### src/rtl/taxi_rst_seq_pkg.sv
// Shared types and helpers for the staged reset sequencer.
package taxi_rst_seq_pkg;

    // Sequencer states: wait for all locks, count stable cycles, release channels.
    typedef enum logic [1:0] {
        ST_WAIT_LOCK   = 2'd0,
        ST_STABLE      = 2'd1,
        ST_RELEASE_RUN = 2'd2
    } seq_state_e;

    localparam int              LOST_W   = 8;
    localparam logic [LOST_W-1:0] LOST_MAX = 8'hFF;

    // Counter width for a modulus n: $clog2(n), never below one bit.
    function automatic int cnt_w(input int n);
        return (n > 1) ? $clog2(n) : 1;
    endfunction

endpackage

### src/rtl/taxi_sync_signal.sv
// Multi-bit, multi-stage synchroniser with asynchronous active-low clear.
// Each bit is synchronised independently; no coherency between bits is implied.
module taxi_sync_signal #(
    parameter int WIDTH = 1,
    parameter int DEPTH = 2
) (
    input  logic             clk_i,
    input  logic             rst_ni,
    input  logic [WIDTH-1:0] data_i,
    output logic [WIDTH-1:0] data_o
);

    logic [WIDTH-1:0] sync_q [DEPTH];

    // Shift chain: stage 0 captures the asynchronous input, the last stage is safe to use.
    always_ff @(posedge clk_i or negedge rst_ni) begin
        if (!rst_ni) begin
            for (int i = 0; i < DEPTH; i++) begin
                sync_q[i] <= '0;
            end
        end else begin
            sync_q[0] <= data_i;
            for (int i = 1; i < DEPTH; i++) begin
                sync_q[i] <= sync_q[i-1];
            end
        end
    end

    assign data_o = sync_q[DEPTH-1];

endmodule

### src/rtl/taxi_rst_seq.sv
// Staged reset sequencer: waits for all clock-generator locks to be stable,
// then releases the output reset channels one by one in ascending order.
// Any lock loss or software reset while releasing puts every channel back
// into reset; lock losses during the release run are counted (saturating).
module taxi_rst_seq
    import taxi_rst_seq_pkg::*;
#(
    parameter int SYNC_N         = 4,
    parameter int LOCK_W         = 1,
    parameter int CH             = 2,
    parameter int STABLE_CYCLES  = 1024,
    parameter int STAGGER_CYCLES = 16
) (
    input  logic              clk,
    input  logic              rst_n,
    input  logic [LOCK_W-1:0] lock,
    input  logic              sw_rst,
    output logic [CH-1:0]     out,
    output logic              ready,
    output logic [LOST_W-1:0] lost_cnt
);

    localparam int STB_W = cnt_w(STABLE_CYCLES);
    localparam int STG_W = cnt_w(STAGGER_CYCLES);
    localparam int IDX_W = cnt_w(CH);

    localparam logic [STB_W-1:0] STB_LAST = STB_W'(STABLE_CYCLES - 1);
    localparam logic [STG_W-1:0] STG_LAST = STG_W'(STAGGER_CYCLES - 1);
    localparam logic [IDX_W-1:0] IDX_LAST = IDX_W'(CH - 1);
    localparam logic [CH-1:0]    ONE_CH   = CH'(1);
    localparam logic [CH-1:0]    ALL_ON   = {CH{1'b1}};

    logic [LOCK_W-1:0] lock_sync;
    logic              all_lock;

    seq_state_e        state_q, state_d;
    logic [STB_W-1:0]  stb_q, stb_d;
    logic [STG_W-1:0]  stg_q, stg_d;
    logic [IDX_W-1:0]  idx_q, idx_d;
    logic [IDX_W-1:0]  idx_nxt;
    logic [CH-1:0]     out_q, out_d;
    logic              ready_q, ready_d;
    logic [LOST_W-1:0] lost_q, lost_d;

    taxi_sync_signal #(
        .WIDTH (LOCK_W),
        .DEPTH (SYNC_N)
    ) u_lock_sync (
        .clk_i  (clk),
        .rst_ni (rst_n),
        .data_i (lock),
        .data_o (lock_sync)
    );

    assign all_lock = &lock_sync;
    assign idx_nxt  = idx_q + IDX_W'(1);

    // State register.
    always_ff @(posedge clk or negedge rst_n) begin
        if (!rst_n) begin
            state_q <= ST_WAIT_LOCK;
        end else begin
            state_q <= state_d;
        end
    end

    // Next-state logic: a lost lock or software reset always falls back to WAIT_LOCK.
    always_comb begin
        state_d = state_q;
        unique case (state_q)
            ST_WAIT_LOCK: begin
                if (all_lock && !sw_rst) state_d = ST_STABLE;
            end
            ST_STABLE: begin
                if (!all_lock || sw_rst)  state_d = ST_WAIT_LOCK;
                else if (stb_q == STB_LAST) state_d = ST_RELEASE_RUN;
            end
            ST_RELEASE_RUN: begin
                if (!all_lock || sw_rst) state_d = ST_WAIT_LOCK;
            end
            default: state_d = ST_WAIT_LOCK;
        endcase
    end

    // Output and counter next values; out/ready are registered so they are glitch-free.
    always_comb begin
        stb_d   = '0;
        stg_d   = stg_q;
        idx_d   = idx_q;
        out_d   = out_q;
        ready_d = ready_q;
        lost_d  = lost_q;
        unique case (state_q)
            ST_WAIT_LOCK: begin
                out_d   = ALL_ON;
                ready_d = 1'b0;
                stg_d   = '0;
                idx_d   = '0;
            end
            ST_STABLE: begin
                out_d   = ALL_ON;
                ready_d = 1'b0;
                stg_d   = '0;
                idx_d   = '0;
                if (state_d == ST_STABLE) begin
                    stb_d = stb_q + STB_W'(1);
                end else if (state_d == ST_RELEASE_RUN) begin
                    // Channel 0 leaves reset on the first cycle of the run.
                    out_d   = ALL_ON & ~ONE_CH;
                    ready_d = (CH == 1);
                end
            end
            ST_RELEASE_RUN: begin
                if (state_d == ST_WAIT_LOCK) begin
                    out_d   = ALL_ON;
                    ready_d = 1'b0;
                    stg_d   = '0;
                    idx_d   = '0;
                    // Only a real lock loss counts, even if sw_rst coincides.
                    if (!all_lock && (lost_q != LOST_MAX)) begin
                        lost_d = lost_q + 8'd1;
                    end
                end else if (idx_q != IDX_LAST) begin
                    if (stg_q == STG_LAST) begin
                        stg_d   = '0;
                        idx_d   = idx_nxt;
                        out_d   = out_q & ~(ONE_CH << idx_nxt);
                        ready_d = (idx_nxt == IDX_LAST);
                    end else begin
                        stg_d = stg_q + STG_W'(1);
                    end
                end
            end
            default: begin
                out_d   = ALL_ON;
                ready_d = 1'b0;
            end
        endcase
    end

    // Datapath registers; out is forced to all ones the moment rst_n falls.
    always_ff @(posedge clk or negedge rst_n) begin
        if (!rst_n) begin
            stb_q   <= '0;
            stg_q   <= '0;
            idx_q   <= '0;
            out_q   <= ALL_ON;
            ready_q <= 1'b0;
            lost_q  <= '0;
        end else begin
            stb_q   <= stb_d;
            stg_q   <= stg_d;
            idx_q   <= idx_d;
            out_q   <= out_d;
            ready_q <= ready_d;
            lost_q  <= lost_d;
        end
    end

    assign out      = out_q;
    assign ready    = ready_q;
    assign lost_cnt = lost_q;

endmodule
### config.mk
export PLATFORM = sky130hd
export DESIGN_NAME = taxi_rst_seq
export DESIGN_NICKNAME = d
export VERILOG_FILES = /design/src/rtl/taxi_rst_seq_pkg.sv /design/src/rtl/taxi_sync_signal.sv /design/src/rtl/taxi_rst_seq.sv
export SDC_FILE = /design/constraint.sdc
export NUM_CORES = 1
export LEC_CHECK = 0
export BUFFER_PORTS_ARGS = -buffer_cell sky130_fd_sc_hd__buf_2
export CAP_MARGIN = 20
export CORE_MARGIN = 2
export CORE_UTILIZATION = 42
export CTS_CLUSTER_SIZE = 8
export DETAILED_ROUTE_END_ITERATION = 8
export HOLD_SLACK_MARGIN = 0.06
export MAX_ROUTING_LAYER = met4
export PLACE_DENSITY = 0.61
export SYNTH_ARGS = -nofsm -noshare
export SYNTH_HDL_FRONTEND = slang
export SYNTH_HIERARCHICAL = 1
export SYNTH_SLANG_ARGS = --single-unit
### constraint.sdc
create_clock -name clk -period 6 [get_ports clk]
set_clock_uncertainty 0.1 [all_clocks]
set_input_delay 0.3 -clock clk [delete_from_list [all_inputs] [get_ports clk]]
set_output_delay 0.3 -clock clk [all_outputs]
set_load 0.1 [all_outputs]
After elaboration in Yosys (flattened, before gate mapping)

Index checks and enable logic that the tools add are counted.

$add $sub $neg: 4
Multiply operators: 0
Div/mod/pow operators: 0
Magnitude comparators: 0
Eq/ne operators: 9
Shifts and indexed selects: 1
Mux-type cells: 25
Bitwise operators: 2
Reductions and logical operators: 12

Operator list:

| kind                                          | count |
|---|---|
| two-way mux 10 bit                            | 2 |
| two-way mux 2 bit                             | 7 |
| two-way mux 4 bit                             | 3 |
| adder 10 x 1 -> 10 bit, second input constant | 1 |
| == test 10 bit, second input constant         | 1 |
| two-way mux 1 bit                             | 9 |
| adder 8 x 1 -> 8 bit, second input constant   | 1 |
| != test 8 bit, second input constant          | 1 |
| one-hot mux 4 bit (2 select lines)            | 1 |
| != test 3 bit, second input constant          | 2 |
| one-hot mux 2 bit (3 select lines)            | 1 |
| adder 4 x 1 -> 4 bit, second input constant   | 1 |
| == test 2 x 1 -> 1 bit, second input constant | 2 |
| == test 2 bit, second input constant          | 2 |
| == test 4 bit, second input constant          | 1 |
| logical NOT 2 bit                             | 2 |
| one-hot mux 2 bit (2 select lines)            | 1 |
| AND reduction 2 bit                           | 2 |
| AND reduction 3 bit                           | 1 |
| AND 2 bit                                     | 1 |
| logical AND 1 bit                             | 2 |
| logical NOT 1 bit                             | 2 |
| inverter 2 bit                                | 1 |
| one-hot mux 1 bit (2 select lines)            | 1 |
| 5 further kinds                               | 5 |

Register bits after elaboration: 32
Bits in latches: 0
Memory bits (writable): 0
Bits in read-only memories: 0
Input bits: 4
Output and inout port bits: 11
Logic and storage cells: 64
Memories: 0

Longest topological paths before layout

Depth after elaboration: 8
Depth in mapped cells: 9

By module

The synthesis kept the hierarchy.

By module, submodules not included:

| module           | instances | cells an instance | area an instance (µm²) | sequential area each (µm²) |
|---|---|---|---|---|
| taxi_rst_seq     | 1         | 143               | 1487.7                 | 703.2 |
| taxi_sync_signal | 1         | 4                 | 100.1                  | 100.1 |

Least setup slack after synthesis

OpenSTA, ideal clock, no wires.

Path type: flip-flop to flip-flop
From: register lost_q[2], in the netlist lost_cnt[2]
To: register lost_q[5], in the netlist lost_cnt[5]
Setup time: 159 ps
Arrival time: 2267 ps
Path slack: 3474 ps
Stages on the path, launching flop included: 7
Clock period less this slack: 2526 ps
Cell sequence: dfrtp_1 > and3_1 > and3_1 > a311o_1 > nor3_4 > nand4_1 > xnor2_1

Word-level cells in the longest chain between the ends: 3
Elaborated cells between the ends (all ways): 4
Those cells by class: 1 x add/sub; 1 x eq/ne; 2 x reduce/logical

Ends and longest elaborated chain:

| element                                                      | line                | RTL |
|---|---|---|
| from (decl)                                                  | taxi_rst_seq.sv:43  | `logic [LOST_W-1:0] lost_q, lost_d;` |
| from (signal assigned)                                       | taxi_rst_seq.sv:156 | `lost_q <= lost_d;` |
| branches (longest 3 deep; another with adder 8 x 1 -> 8 bit) | -                   |  |

Several ways; the timed one is not identified.
A chain may end at the register's enable or synchronous reset.

Worst setup path after layout

From: register state_q[0]
To: register lost_q[1], in the netlist lost_cnt[1]

Elaborated cells between the ends (all ways): 10
Those cells by class: 2 x eq/ne; 5 x mux; 3 x reduce/logical

RTL lines:

| element                                  | line                | RTL |
|---|---|---|
| from (decl)                              | taxi_rst_seq.sv:36  | `seq_state_e state_q, state_d;` |
| from (signal assigned)                   | taxi_rst_seq.sv:63  | `state_q <= state_d;` |
| == test 2 bit (tied with other cells)    | taxi_rst_seq.sv:70  | `unique case (state_q)` |
| one-hot mux 2 bit (3 select lines) (*)   | taxi_rst_seq.sv:70  |  |
| named net state_d[1]                     | taxi_rst_seq.sv:36  |  |
| logical NOT 2 bit (*)                    | taxi_rst_seq.sv:114 | `if (state_d == ST_WAIT_LOCK) begin` |
| AND reduction 3 bit (no source line) (*) | -                   |  |

The timed path passes the listed nets; every way through them passes the cells marked *.

==> flow_metrics.tcl <==
set metrics [dict create \
    path_clk_slew_ns 0.06 \
    drive_gt1_frac 0.181 \
    die_height_um 65.5 \
    hold_viol 0 \
    yosysUniqueCellTypes 40 \
    period_share 0.405 \
    cts_setup_buffers 0 \
    synth_area_per_cell_um2 10.8 \
    power.density_nw_per_um2 300 \
    outcome "completed" \
    final_area_um2 1830 \
    crit_family "simple AND/OR/NAND/NOR gates" \
    die-area_um2 4290 \
    layout_commonest_cell "dfrtp_1" \
    cts_resized 0 \
    syn_area_um2 1590 \
    drc 0 \
    gp_congestion 0.827 \
    grt_start_max_net_pins 33 \
    clk_latency_ns 0.28 \
    grt-busiest-layer "met2" \
    maxSlewViolCount 0 \
    slowest_stage "dfrtp_1" \
    path_cells "inv_1 -> ha_1 -> nor4b_1 -> a211oi_1 -> o21ai_2 -> clkinv_2 -> nor3_4 -> mux2_1" \
    max_freq_ghz 0.411 \
    synth-edff-count 0 \
    vias 1151 \
    fin_tns_setup_ns 0 \
    yosys_warnings 6 \
    core_area_um2 3660 \
    worstPathMaxFanout 8 \
    hp-class "reg -> reg" \
    crit_type "reg -> reg" \
    use_met3 0.0531 \
    grt_pass1_vias 1115 \
    dp_cells 209 \
    finalNetCount 182 \
    startpoint_type "register" \
    grt_setup_unrepaired "no" \
    ios 15 \
    postPlaceCellArea_um2 1720 \
    die_w_um 65.5 \
    clk_path_buf_depth 2 \
    setup_viol 0 \
    cp.required_ns 6.06 \
    critical-path-max-stage-delay_ns 0.39 \
    cts_hold_buf 2 \
    cts_buffers 5 \
    via_per_inst 5.26 \
    io_buffers 14 \
    row_count 22 \
    cts_tree "done" \
    p_leak_nw 0.836 \
    whs_ns 0.251 \
    gr-usage-all-layers 0.152 \
    routed_wl_um 2830 \
    end_kind "register" \
    p_total_mw 0.548 \
    grt_use_met1 0.181 \
    worst_pin_slew_ns 0.711 \
    synth_cells 147 \
    period_needed_ns 2.43 \
    dp_hpwl_um 2040 \
    peakVddDrop_mv 0.125 \
    wl_per_cell_um 12.9 \
    ant_nets 0 \
    grt_pass1_wl_um 4840 \
    crit_buf_inv 2 \
    arrival_ns 2.50 \
    clock_sinks 32 \
    dr.first_iter.drc_count 30 \
    grt_use_met2 0.239 \
    maxSlewHeadroom 0.526 \
    stdcell_count 219 \
    ys.flop_type "dfrtp_1" \
    root_buffer "clkbuf_8" \
    initial_core_util 0.434 \
    firstDrtPassIters 4 \
    diodes 0 \
    ys_seq_area_frac 0.506 \
    mostFrequentLayoutCells "dfrtp_1 (30), nor2_1 (17), buf_2 (14)" \
    ys_seq_elements 32 \
    htree_levels 2 \
    max-cap-violations 0 \
    antenna_found_initial 0 \
    gr-total-overflow 0 \
    syn-num-nets 159 \
    synthToLayoutAreaGrowth_pct 15.1 \
    async_flop_share 1.00 \
]
## flip-flops by register name, summed over array words and instances, names as in the netlist
signal              flops
idx_q                   1
out                     2
u_lock_sync/sync_q      3
state_q                 2
ready                   1
stg_q                   4
u_lock_sync/data_o      1
lost_cnt                8
stb_q                  10
## synthesized netlist by cell type, types with 2 or more instances
master,instances,area share
o22ai_1,4,0.016
a31oi_1,2,0.0079
dfstp_2,2,0.033
xnor2_1,10,0.055
o21ai_0,2,0.0063
nand2_1,9,0.021
ha_1,8,0.063
nor2_1,17,0.040
o21a_1,3,0.014
a21oi_1,3,0.0095
nand2b_1,3,0.012
nor3_1,2,0.0063
inv_1,11,0.026
dfrtp_1,30,0.47
and3_1,3,0.012
xor2_1,5,0.028
nand4_1,6,0.024
nand3_1,5,0.016
## final cells by class
cell class / instances / area (µm²)
Sequential cell: 32 / 803
Timing Repair Buffer: 16 / 90.1
Tap cell: 48 / 60.1
Fill cell: 340 / 1830
Clock buffer: 8 / 90.1
Inverter: 12 / 46.3
Multi-Input combinational cell: 103 / 738
## report_power, final
group          internal (mW)  total (mW)  switching [mW]
clock                 0.0934       0.167          0.0739
combinational         0.0342       0.137           0.103
sequential             0.234       0.244         0.00990
total                  0.362       0.548           0.187
## kinds of logic after synthesis
| group | share of synthesized area |
|---|---|
| compound gates | 0.113 |
| mux | 0.00709 |
| xor+xnor | 0.0827 |
| buf+inv | 0.0292 |
| fa+ha+maj | 0.0630 |
| simple gates | 0.199 |
| flops | 0.506 |
## through the flow
step / setup slack [ns] / utilization
2_1_floorplan: 3.47 / -
3_3_place_gp: 3.68 / 0.469
3_5_place_dp: 3.55 / 0.469
4_1_cts: 3.55 / 0.499
5_1_grt: 3.36 / 0.499
6_report: 3.57 / 0.499
## worst reg2reg max path, stage by stage, from the launching register on
cell      delay, ns
dfrtp_1        0.39
inv_1          0.11
ha_1           0.29
nor4b_1        0.32
a211oi_1       0.10
o21ai_2        0.12
clkinv_2       0.16
nor3_4         0.37
mux2_1         0.36
## layer usage
| metal | vias up | wire length (µm) |
|---|---|---|
| li1 | 561 | - |
| met1 | 560 | 1340 |
| met2 | 25 | 1330 |
| met3 | 5 | 116 |
| met4 | 0 | 38 |
| met5 | - | 0 |
## path summary, 6_finish.rpt
path	from	to	slack, ns	cells after the start
max reg2reg	state_q[0]$_DFF_PN0_	lost_cnt[1]$_DFFE_PN0P_	3.57	8
min reg2reg	u_lock_sync/sync_q[3]$_DFF_PN0_	u_lock_sync/sync_q[2]$_DFF_PN0_	0.25	0
min in group asynchronous	rst_n	stb_q[4]$_DFF_PN0_	0.51	2
max in group asynchronous	rst_n	stb_q[0]$_DFF_PN0_	4.83	2
min	u_lock_sync/sync_q[3]$_DFF_PN0_	u_lock_sync/sync_q[2]$_DFF_PN0_	0.25	0
max	state_q[0]$_DFF_PN0_	lost_cnt[1]$_DFFE_PN0P_	3.57	8
(Power assumes the default switching activity.)
